### config.mk
export PLATFORM = sky130hd
export DESIGN_NAME = fp32_divider
export DESIGN_NICKNAME = d
export VERILOG_FILES = /design/src/rtl/fp32_divider.sv
export SDC_FILE = /design/constraint.sdc
export NUM_CORES = 1
export LEC_CHECK = 0
export CAP_MARGIN = 5
export CORE_AREA = 2 2 196 198
export DETAILED_ROUTE_END_ITERATION = 12
export DIE_AREA = 0 0 198 200
export SLEW_MARGIN = 20
export SYNTH_ARGS = -nofsm -noshare
export SYNTH_HDL_FRONTEND = slang
export SYNTH_SLANG_ARGS = --single-unit
### constraint.sdc
create_clock -name clk -period 4.1 [get_ports clk]
set_clock_uncertainty 0.1 [all_clocks]
set_input_delay 0.82 -clock clk [delete_from_list [all_inputs] [get_ports clk]]
set_output_delay 0.82 -clock clk [all_outputs]
set_load 0.005 [all_outputs]
### src/rtl/fp32_divider.sv
// Iterative FP32 divider (restoring, one quotient bit per cycle, RNE, denormals flushed).
// Fixed 28-cycle latency from accepted start to done pulse; start is ignored while busy.
module fp32_divider #(
  parameter int EXP_W  = 8,
  parameter int FRAC_W = 23,
  parameter int BIAS   = 127
) (
  input  logic                        clk,
  input  logic                        rst,
  input  logic                        start,
  input  logic [EXP_W+FRAC_W:0]       X,
  input  logic [EXP_W+FRAC_W:0]       Y,
  output logic                        busy,
  output logic                        done,
  output logic [EXP_W+FRAC_W:0]       Result,
  output logic                        inf,
  output logic                        div_by_zero,
  output logic                        overflow,
  output logic                        underflow
);

  localparam int W  = EXP_W + FRAC_W + 1;
  localparam int RW = FRAC_W + 2;
  localparam int QW = FRAC_W + 3;
  localparam int EW = EXP_W + 2;
  localparam int CW = $clog2(QW);
  localparam logic [CW-1:0]        LAST_CNT = CW'(QW - 1);
  localparam logic signed [EW-1:0] EMAX     = EW'((1 << EXP_W) - 1);
  localparam logic signed [EW-1:0] EZERO    = '0;
  localparam logic [W-1:0]         QNAN     = {1'b0, {EXP_W{1'b1}}, 1'b1, {(FRAC_W-1){1'b0}}};

  typedef enum logic [1:0] {S_IDLE, S_CALC, S_NORM, S_ROUND} state_t;

  state_t                   state_q, state_d;
  logic [CW-1:0]            cnt_q, cnt_d;
  logic                     sign_q, sign_d;
  logic [EXP_W-1:0]         xe_q, xe_d, ye_q, ye_d;
  logic [FRAC_W-1:0]        xf_q, xf_d, yf_q, yf_d;
  logic [RW-1:0]            r_q, r_d;
  logic [QW-1:0]            q_q, q_d;
  logic [FRAC_W-1:0]        nf_q, nf_d;
  logic                     ng_q, ng_d, ns_q, ns_d;
  logic signed [EW-1:0]     ne_q, ne_d;
  logic                     busy_q, busy_d, done_q, done_d;
  logic [W-1:0]             result_q, result_d;
  logic                     inf_q, inf_d, dbz_q, dbz_d, ovf_q, ovf_d, unf_q, unf_d;

  logic [RW-1:0]            divisor, rem;
  logic                     q_bit;
  logic signed [EW-1:0]     exp_base, e_rnd;
  logic [FRAC_W:0]          frac_sum;
  logic                     round_up;
  logic                     x_zero, y_zero, x_ones, y_ones, x_nan, y_nan, x_inf, y_inf;

  always_comb begin
    divisor  = {1'b0, 1'b1, yf_q};
    q_bit    = (r_q >= divisor);
    rem      = q_bit ? (r_q - divisor) : r_q;
    exp_base = $signed({2'b00, xe_q}) - $signed({2'b00, ye_q}) + $signed(EW'(BIAS));

    round_up = ng_q & (ns_q | nf_q[0]);
    frac_sum = {1'b0, nf_q} + {{FRAC_W{1'b0}}, round_up};
    e_rnd    = ne_q + $signed({{(EW-1){1'b0}}, frac_sum[FRAC_W]});

    x_zero = (xe_q == '0);
    y_zero = (ye_q == '0);
    x_ones = &xe_q;
    y_ones = &ye_q;
    x_nan  = x_ones & (|xf_q);
    y_nan  = y_ones & (|yf_q);
    x_inf  = x_ones & ~(|xf_q);
    y_inf  = y_ones & ~(|yf_q);
  end

  always_comb begin
    state_d  = state_q;
    cnt_d    = cnt_q;
    sign_d   = sign_q;
    xe_d     = xe_q;
    ye_d     = ye_q;
    xf_d     = xf_q;
    yf_d     = yf_q;
    r_d      = r_q;
    q_d      = q_q;
    nf_d     = nf_q;
    ng_d     = ng_q;
    ns_d     = ns_q;
    ne_d     = ne_q;
    busy_d   = busy_q;
    done_d   = 1'b0;
    result_d = result_q;
    inf_d    = inf_q;
    dbz_d    = dbz_q;
    ovf_d    = ovf_q;
    unf_d    = unf_q;

    case (state_q)
      S_IDLE: begin
        if (start) begin
          sign_d  = X[W-1] ^ Y[W-1];
          xe_d    = X[W-2:FRAC_W];
          ye_d    = Y[W-2:FRAC_W];
          xf_d    = X[FRAC_W-1:0];
          yf_d    = Y[FRAC_W-1:0];
          r_d     = {1'b0, 1'b1, X[FRAC_W-1:0]};
          q_d     = '0;
          cnt_d   = '0;
          busy_d  = 1'b1;
          state_d = S_CALC;
        end
      end
      S_CALC: begin
        r_d = {rem[RW-2:0], 1'b0};
        q_d = {q_q[QW-2:0], q_bit};
        if (cnt_q == LAST_CNT) begin
          state_d = S_NORM;
        end else begin
          cnt_d = cnt_q + 1'b1;
        end
      end
      S_NORM: begin
        // Q[QW-1] is the integer bit; a zero there means one extra normalising shift.
        if (q_q[QW-1]) begin
          nf_d = q_q[QW-2:2];
          ng_d = q_q[1];
          ns_d = q_q[0] | (|r_q);
          ne_d = exp_base;
        end else begin
          nf_d = q_q[QW-3:1];
          ng_d = q_q[0];
          ns_d = |r_q;
          ne_d = exp_base - $signed(EW'(1));
        end
        state_d = S_ROUND;
      end
      S_ROUND: begin
        inf_d = x_ones | y_ones;
        dbz_d = 1'b0;
        ovf_d = 1'b0;
        unf_d = 1'b0;
        if (x_nan | y_nan | (x_inf & y_inf) | (x_zero & y_zero)) begin
          result_d = QNAN;
        end else if (x_inf) begin
          result_d = {sign_q, {EXP_W{1'b1}}, {FRAC_W{1'b0}}};
        end else if (y_inf) begin
          result_d = {sign_q, {(W-1){1'b0}}};
        end else if (y_zero) begin
          result_d = {sign_q, {EXP_W{1'b1}}, {FRAC_W{1'b0}}};
          dbz_d    = 1'b1;
        end else if (x_zero) begin
          result_d = {sign_q, {(W-1){1'b0}}};
        end else if (e_rnd >= EMAX) begin
          result_d = {sign_q, {EXP_W{1'b1}}, {FRAC_W{1'b0}}};
          ovf_d    = 1'b1;
        end else if (e_rnd <= EZERO) begin
          result_d = {sign_q, {(W-1){1'b0}}};
          unf_d    = 1'b1;
        end else begin
          result_d = {sign_q, e_rnd[EXP_W-1:0], frac_sum[FRAC_W-1:0]};
        end
        done_d  = 1'b1;
        busy_d  = 1'b0;
        state_d = S_IDLE;
      end
      default: state_d = S_IDLE;
    endcase
  end

  always_ff @(posedge clk) begin
    if (rst) begin
      state_q  <= S_IDLE;
      cnt_q    <= '0;
      sign_q   <= 1'b0;
      xe_q     <= '0;
      ye_q     <= '0;
      xf_q     <= '0;
      yf_q     <= '0;
      r_q      <= '0;
      q_q      <= '0;
      nf_q     <= '0;
      ng_q     <= 1'b0;
      ns_q     <= 1'b0;
      ne_q     <= '0;
      busy_q   <= 1'b0;
      done_q   <= 1'b0;
      result_q <= '0;
      inf_q    <= 1'b0;
      dbz_q    <= 1'b0;
      ovf_q    <= 1'b0;
      unf_q    <= 1'b0;
    end else begin
      state_q  <= state_d;
      cnt_q    <= cnt_d;
      sign_q   <= sign_d;
      xe_q     <= xe_d;
      ye_q     <= ye_d;
      xf_q     <= xf_d;
      yf_q     <= yf_d;
      r_q      <= r_d;
      q_q      <= q_d;
      nf_q     <= nf_d;
      ng_q     <= ng_d;
      ns_q     <= ns_d;
      ne_q     <= ne_d;
      busy_q   <= busy_d;
      done_q   <= done_d;
      result_q <= result_d;
      inf_q    <= inf_d;
      dbz_q    <= dbz_d;
      ovf_q    <= ovf_d;
      unf_q    <= unf_d;
    end
  end

  assign busy        = busy_q;
  assign done        = done_q;
  assign Result      = result_q;
  assign inf         = inf_q;
  assign div_by_zero = dbz_q;
  assign overflow    = ovf_q;
  assign underflow   = unf_q;

endmodule
# Word-level counts from Yosys, hierarchy flattened
# Index checks and enable logic that the tools add are counted.
[op_classes]
add_sub_neg = 7
magnitude_cmp = 3
n_eq_ne = 7
muxes = 42
bitwise_logic = 16
n_reduce_logical = 15
[op_table]
columns = ["operator", "n"]
rows = [
  ["$mux W31", 6],
  ["$pmux W26 S2", 1],
  ["$pmux W25 S2", 1],
  ["$reduce_or A23 Y1", 2],
  ["$mux W32", 1],
  ["$mux W26", 1],
  ["$ge A25 B24 Y1", 1],
  ["$mux W25", 1],
  ["$reduce_or A25 Y1", 1],
  ["$add A23 B1 Y24", 1],
  ["$mux W24", 1],
  ["$sub A24 B24 Y24", 1],
  ["$mux W23", 1],
  ["$mux W1", 21],
  ["$logic_not A8 Y1", 2],
  ["$reduce_and A8 Y1", 2],
  ["$add A10 B2 Y10", 1],
  ["$add A9 B8 Y10 const B", 1],
  ["$ge A10 B9 Y1 const B", 1],
  ["$le A10 B1 Y1 const B", 1],
  ["$mux W10", 1],
  ["$mux W5", 2],
  ["$pmux W5 S2", 1],
  ["$sub A10 B2 Y10 const B", 1],
  ["other kinds (17)", 37],
]
[totals]
register_bits = 194
inputBits = 67
out_inout_bits = 38
word_cells = 110

# Depth between registers and ports, before layout
[logic_depth]
ltp_word = 12
ltp_mapped = 17

# Worst setup path after synthesis
# No wires, ideal clock.
[synth_timing]
path_kind = "reg-to-reg"
startpoint = "reg nf_q[6]"
endpoint = "reg result_q[10] (netlist: Result[10])"
setup_time_ns = 0.074
arrival_ns = 3.497
t_required_ns = 3.926
path_slack_ns = 0.429
path_stages_with_launch = 18
n_path_buf = 1
synth_period_minus_slack_ns = 3.671
path_cell_list = "dfxtp_1 -> and4_1 -> and2_1 -> nand3_1 -> nor3_1 -> nand3_1 -> nor3_1 -> ha_1 -> ha_1 -> nand2_1 -> nor2_4 -> xnor2_1 -> nand4_1 -> a21oi_1 -> nor3_2 -> or3b_1 -> buf_2 -> o21ai_0"
[synth_via]
elab_chain_cells = 10
elab_cells_between_ends = 11
classes_between = "add/sub (2); order compare (2); mux (7)"
[synth_lines]
columns = ["element", "line_no", "rtl"]
rows = [
  ["start: declaration", "41", "logic [FRAC_W-1:0] nf_q, nf_d;"],
  ["start signal: assignment", "201", "nf_q <= nf_d;"],
  ["$add A23 B1 Y24 (*)", "62", "frac_sum = {1'b0, nf_q} + {{FRAC_W{1'b0}}, round_up};"],
  ["$add A10 B2 Y10", "63", "e_rnd = ne_q + $signed({{(EW-1){1'b0}}, frac_sum[FRAC_W]});"],
  ["$le A10 B1 Y1", "155", "end else if (e_rnd <= EZERO) begin"],
  ["$mux W31", "155", ""],
  ["$mux W31 (*)", "152", "end else if (e_rnd >= EMAX) begin"],
  ["$mux W31 (*)", "150", "end else if (x_zero) begin"],
  ["$mux W31 (*)", "147", "end else if (y_zero) begin"],
  ["$mux W31 (*)", "145", "end else if (y_inf) begin"],
  ["$mux W31 (*)", "143", "end else if (x_inf) begin"],
  ["$mux W32 (*)", "141", "if (x_nan | y_nan | (x_inf & y_inf) | (x_zero & y_zero)) begin"],
  ["end signal: assignment", "207", "result_q <= result_d;"],
  ["end: declaration", "45", "logic [W-1:0] result_q, result_d;"],
]
# Mark *: on every way between the ends. The rest lies on a longest branch, timed or not.
# A chain may end at the register's enable or synchronous reset.

# Worst setup path in the final report
[layout_timing]
startpoint = "reg nf_q[0]"
endpoint = "reg result_q[19] (netlist: Result[19])"
[layout_via]
elab_chain_cells = 12
elab_cells_between_ends = 13
classes_between = "add/sub (2); order compare (2); mux (7); bitwise (2)"
[layout_lines]
columns = ["element", "line_no", "rtl"]
rows = [
  ["$or A1 B1 Y1", "61", "round_up = ng_q & (ns_q | nf_q[0]);"],
  ["$and A1 B1 Y1", "61", ""],
  ["$add A23 B1 Y24 (*)", "62", ""],
  ["$add A10 B2 Y10", "63", ""],
  ["$le A10 B1 Y1", "155", ""],
  ["$mux W31", "155", ""],
  ["$mux W31 (*)", "152", ""],
  ["$mux W31 (*)", "150", ""],
  ["$mux W31 (*)", "147", ""],
  ["$mux W31 (*)", "145", ""],
  ["$mux W31 (*)", "143", ""],
  ["$mux W32 (*)", "141", ""],
]
# Marks and branches as above.

==> reports/results.ini <==
[worst_setup_path]
worstReg2RegEnd = Result[19]
critical_path.max_fanout = 11
arrival_ns = 3.92
r2r_setup_slack_ns = 0.42
timing.rr.start = nf_q[0]
startpoint_type = flip-flop
critPathCaptureType = flip-flop
r2r_cells = 16
crit_type = flip-flop to flip-flop
cp_data_required_time_ns = 4.34

[route]
via_count = 9291
drc = 0
drt-total-wl_um = 28110
wl_per_cell_um = 14.79
drt_iter0_drc = 590
drtPass1Iterations = 5
via_per_inst = 4.887
ant_nets = 0

[flow_run]
maxCapViolations = 0

[timing]
period_share = 0.8980
period_minus_slack_ns = 3.682
tightest_slew_ns = 0.9593
rsz0062_at_grt = no
fin_ws_ns = 0.4184
maxSlewViolCount = 0
hold_violations = 0
fin_tns_setup_ns = 0
setup_viol = 0
holdWs_ns = 0.3566
fmax_mhz = 271.6
max_slew_margin = 0.3604

[global_routing]
grt_overflow = 0
antenna_found_initial = 0
grt_util_all_layers = 0.1439
grt_pass1_vias = 8880
grt_pass1_wl_um = 45510
grt_max_degree = 87

[clocking]
clkSinkCount = 194
root_buffer = clkbuf_16
clkTransAtPathRegs_ns = 0.08
cts_buffer_depth = 2
cts_made_buffers = 17
cts_max_level = 4
clock_latency_ns = 0.46
tritoncts = built

[placed_design]
dp_hpwl_um = 20880
dp_slack_ns = 0.006549
dpl_cell_area_sq_mm = 0.01201
place_congestion = 0.8405
dp_cells = 1863
port_buffers = 104

[synthesis]
synth_ff_type = dfxtp_1
ys_seq_elements = 194
yosysWarnings = 0
synth_area_sq_mm = 0.01041
async_flop_share = 0
synthTopCellsByArea = dfxtp_1, nand2_1, ha_1
avgSynthCellArea_sq_um = 8.041
synthDistinctLibCells = 78
synth_fp_nets = 1407
synth_top_area_frac = 0.3729
yosysTopAreaCell = dfxtp_1
ys_seq_area_frac = 0.3729
synth_edf_count = 0
synth_cells = 1295

[pwr]
power_mw = 9.131
ir_drop_mv = 0.4512
p_per_area_mw_per_mm2 = 720.3
cellLeakagePower_nw = 4.399

[final_layout]
postLayoutCellArea_sq_mm = 0.01268
num-nets-final = 1489
fillers = 3935
synthToLayoutAreaGrowth_pct = 21.72
stdcell_count = 1901
drive_above_1_share = 0.06978
fin_util = 0.3389
antenna_cells = 0

[min_path]
holdPathEnd = xf_q[7]
worstHoldStart = xf_q[7]
hold_depth = 2
hold_path.class = flip-flop to flip-flop

[die]
die_w_um = 198
initial_core_util = 0.2784
die_y_um = 200
rows = 71
io_pins = 105
die-area_sq_mm = 0.03960
core_sq_mm = 0.03740

[run_status]
status = finished clean

-- cells in the mapped netlist, types with 30 or more instances --
cell and number:
nor2_1 142, mux2i_1 35, o21ai_0 59, a211oi_1 46, a21oi_1 104, nor3_1 31, clkbuf_1 52, dfxtp_1 194
xor2_1 30, ha_1 43, nand2_1 203, inv_1 50
-- logic make-up (layout without fill, tap and decap cells) --
logic type / after synthesis / count (layout) / share of synthesized area
fa+ha+maj: 45 / 45 / 0.05551
flops: 194 / 194 / 0.3729
mux: 38 / 38 / 0.03761
compound gates: 332 / 332 / 0.2149
buf+inv: 119 / 213 / 0.04542
simple gates: 506 / 507 / 0.2202
xor+xnor: 61 / 61 / 0.05335
-- repair_timing --
action / CTS / global route
hold buffers: 0 / 0
cloned: 0 / 1
resized for setup: 1 / 3
setup endpoints to repair: 3 / 22
endpoints found under the hold margin: 0 / 0
setup buffers: 0 / 5
pin swaps: 0 / 2
-- critical path, cell delays in order (launching register included) --
cell,delay [ns]
dfxtp_1,0.36
o21a_1,0.12
ha_1,0.17
nand3_1,0.19
nor3_2,0.26
nand3_1,0.15
nor3_1,0.21
ha_1,0.22
nand3_2,0.15
o21a_1,0.24
nor4_1,0.40
nand4_1,0.14
a31oi_1,0.21
nor3_2,0.06
buf_4,0.15
or3b_4,0.30
o21ai_0,0.12
-- state kept, by name, indices dropped and copies added, names as in the netlist --
register     flops
underflow        1
ye_q             8
ng_q             1
overflow         1
done             1
ne_q            10
q_q             26
xe_q             8
div_by_zero      1
r_q             25
state_q          2
ns_q             1
yf_q            23
busy             1
nf_q            23
cnt_q            5
inf              1
sign_q           1
xf_q            23
Result          32
-- cells in the final DEF (no fill, tap or decap), types with 9 or more instances in the layout --
master,synthesis,layout
and3_1,9,9
xor2_1,30,30
mux2i_1,35,35
clkdlybuf4s50_1,0,103
nor4_1,25,25
clkbuf_16,0,17
ha_1,43,41
nor2_1,142,141
buf_4,1,26
nand2_1,203,202
a21oi_1,104,104
inv_1,50,50
a22oi_1,29,29
a211oi_1,46,46
xnor2_1,29,29
nand4_1,17,17
o21a_1,10,10
o21ai_0,59,58
dfxtp_1,194,194
nor3_1,31,30
nand3_1,27,27
-- power by group --
group / switching [mW] / leakage, nW / total (mW) / internal, mW
clock: 0.878 / 0.291 / 1.71 / 0.831
combinational: 2.77 / 2.53 / 4.75 / 1.97
sequential: 0.418 / 1.58 / 2.67 / 2.26
-- area by class of cell --
class / instances / area, sq um / share of cell area
clock buffers: 17 / 425.4 / 0.03356
repair buffers: 131 / 1266 / 0.09989
multi-input cells: 983 / 6091 / 0.4805
flip-flops and latches: 194 / 3884 / 0.3064
clock inverters: 15 / 182.7 / 0.01441
inverters: 50 / 187.7 / 0.01481
well taps: 511 / 639.4 / 0.05044
-- how the worst max path moves through the flow --
stage	startpoint	end	cells past startpoint
after global routing	nf_q[0]	Result[8]	16
after CTS	nf_q[7]	Result[19]	16
after floorplan	nf_q[6]	Result[10]	17
final	nf_q[0]	Result[19]	16
after global placement	nf_q[7]	Result[1]	16
after detailed placement	nf_q[7]	Result[19]	16
-- per-layer routing --
| metal | up-vias | share of wire | GRT usage |
|---|---|---|---|
| met3 | 15 | 0.044 | 0.02890 |
| met1 | 4318 | 0.48 | 0.1892 |
| met5 | - | 0 | 0 |
| met4 | 0 | 0.0093 | 0.03759 |
| met2 | 169 | 0.47 | 0.2411 |
| li1 | 4789 | - | - |
Power figures use the tool's default switching activity.
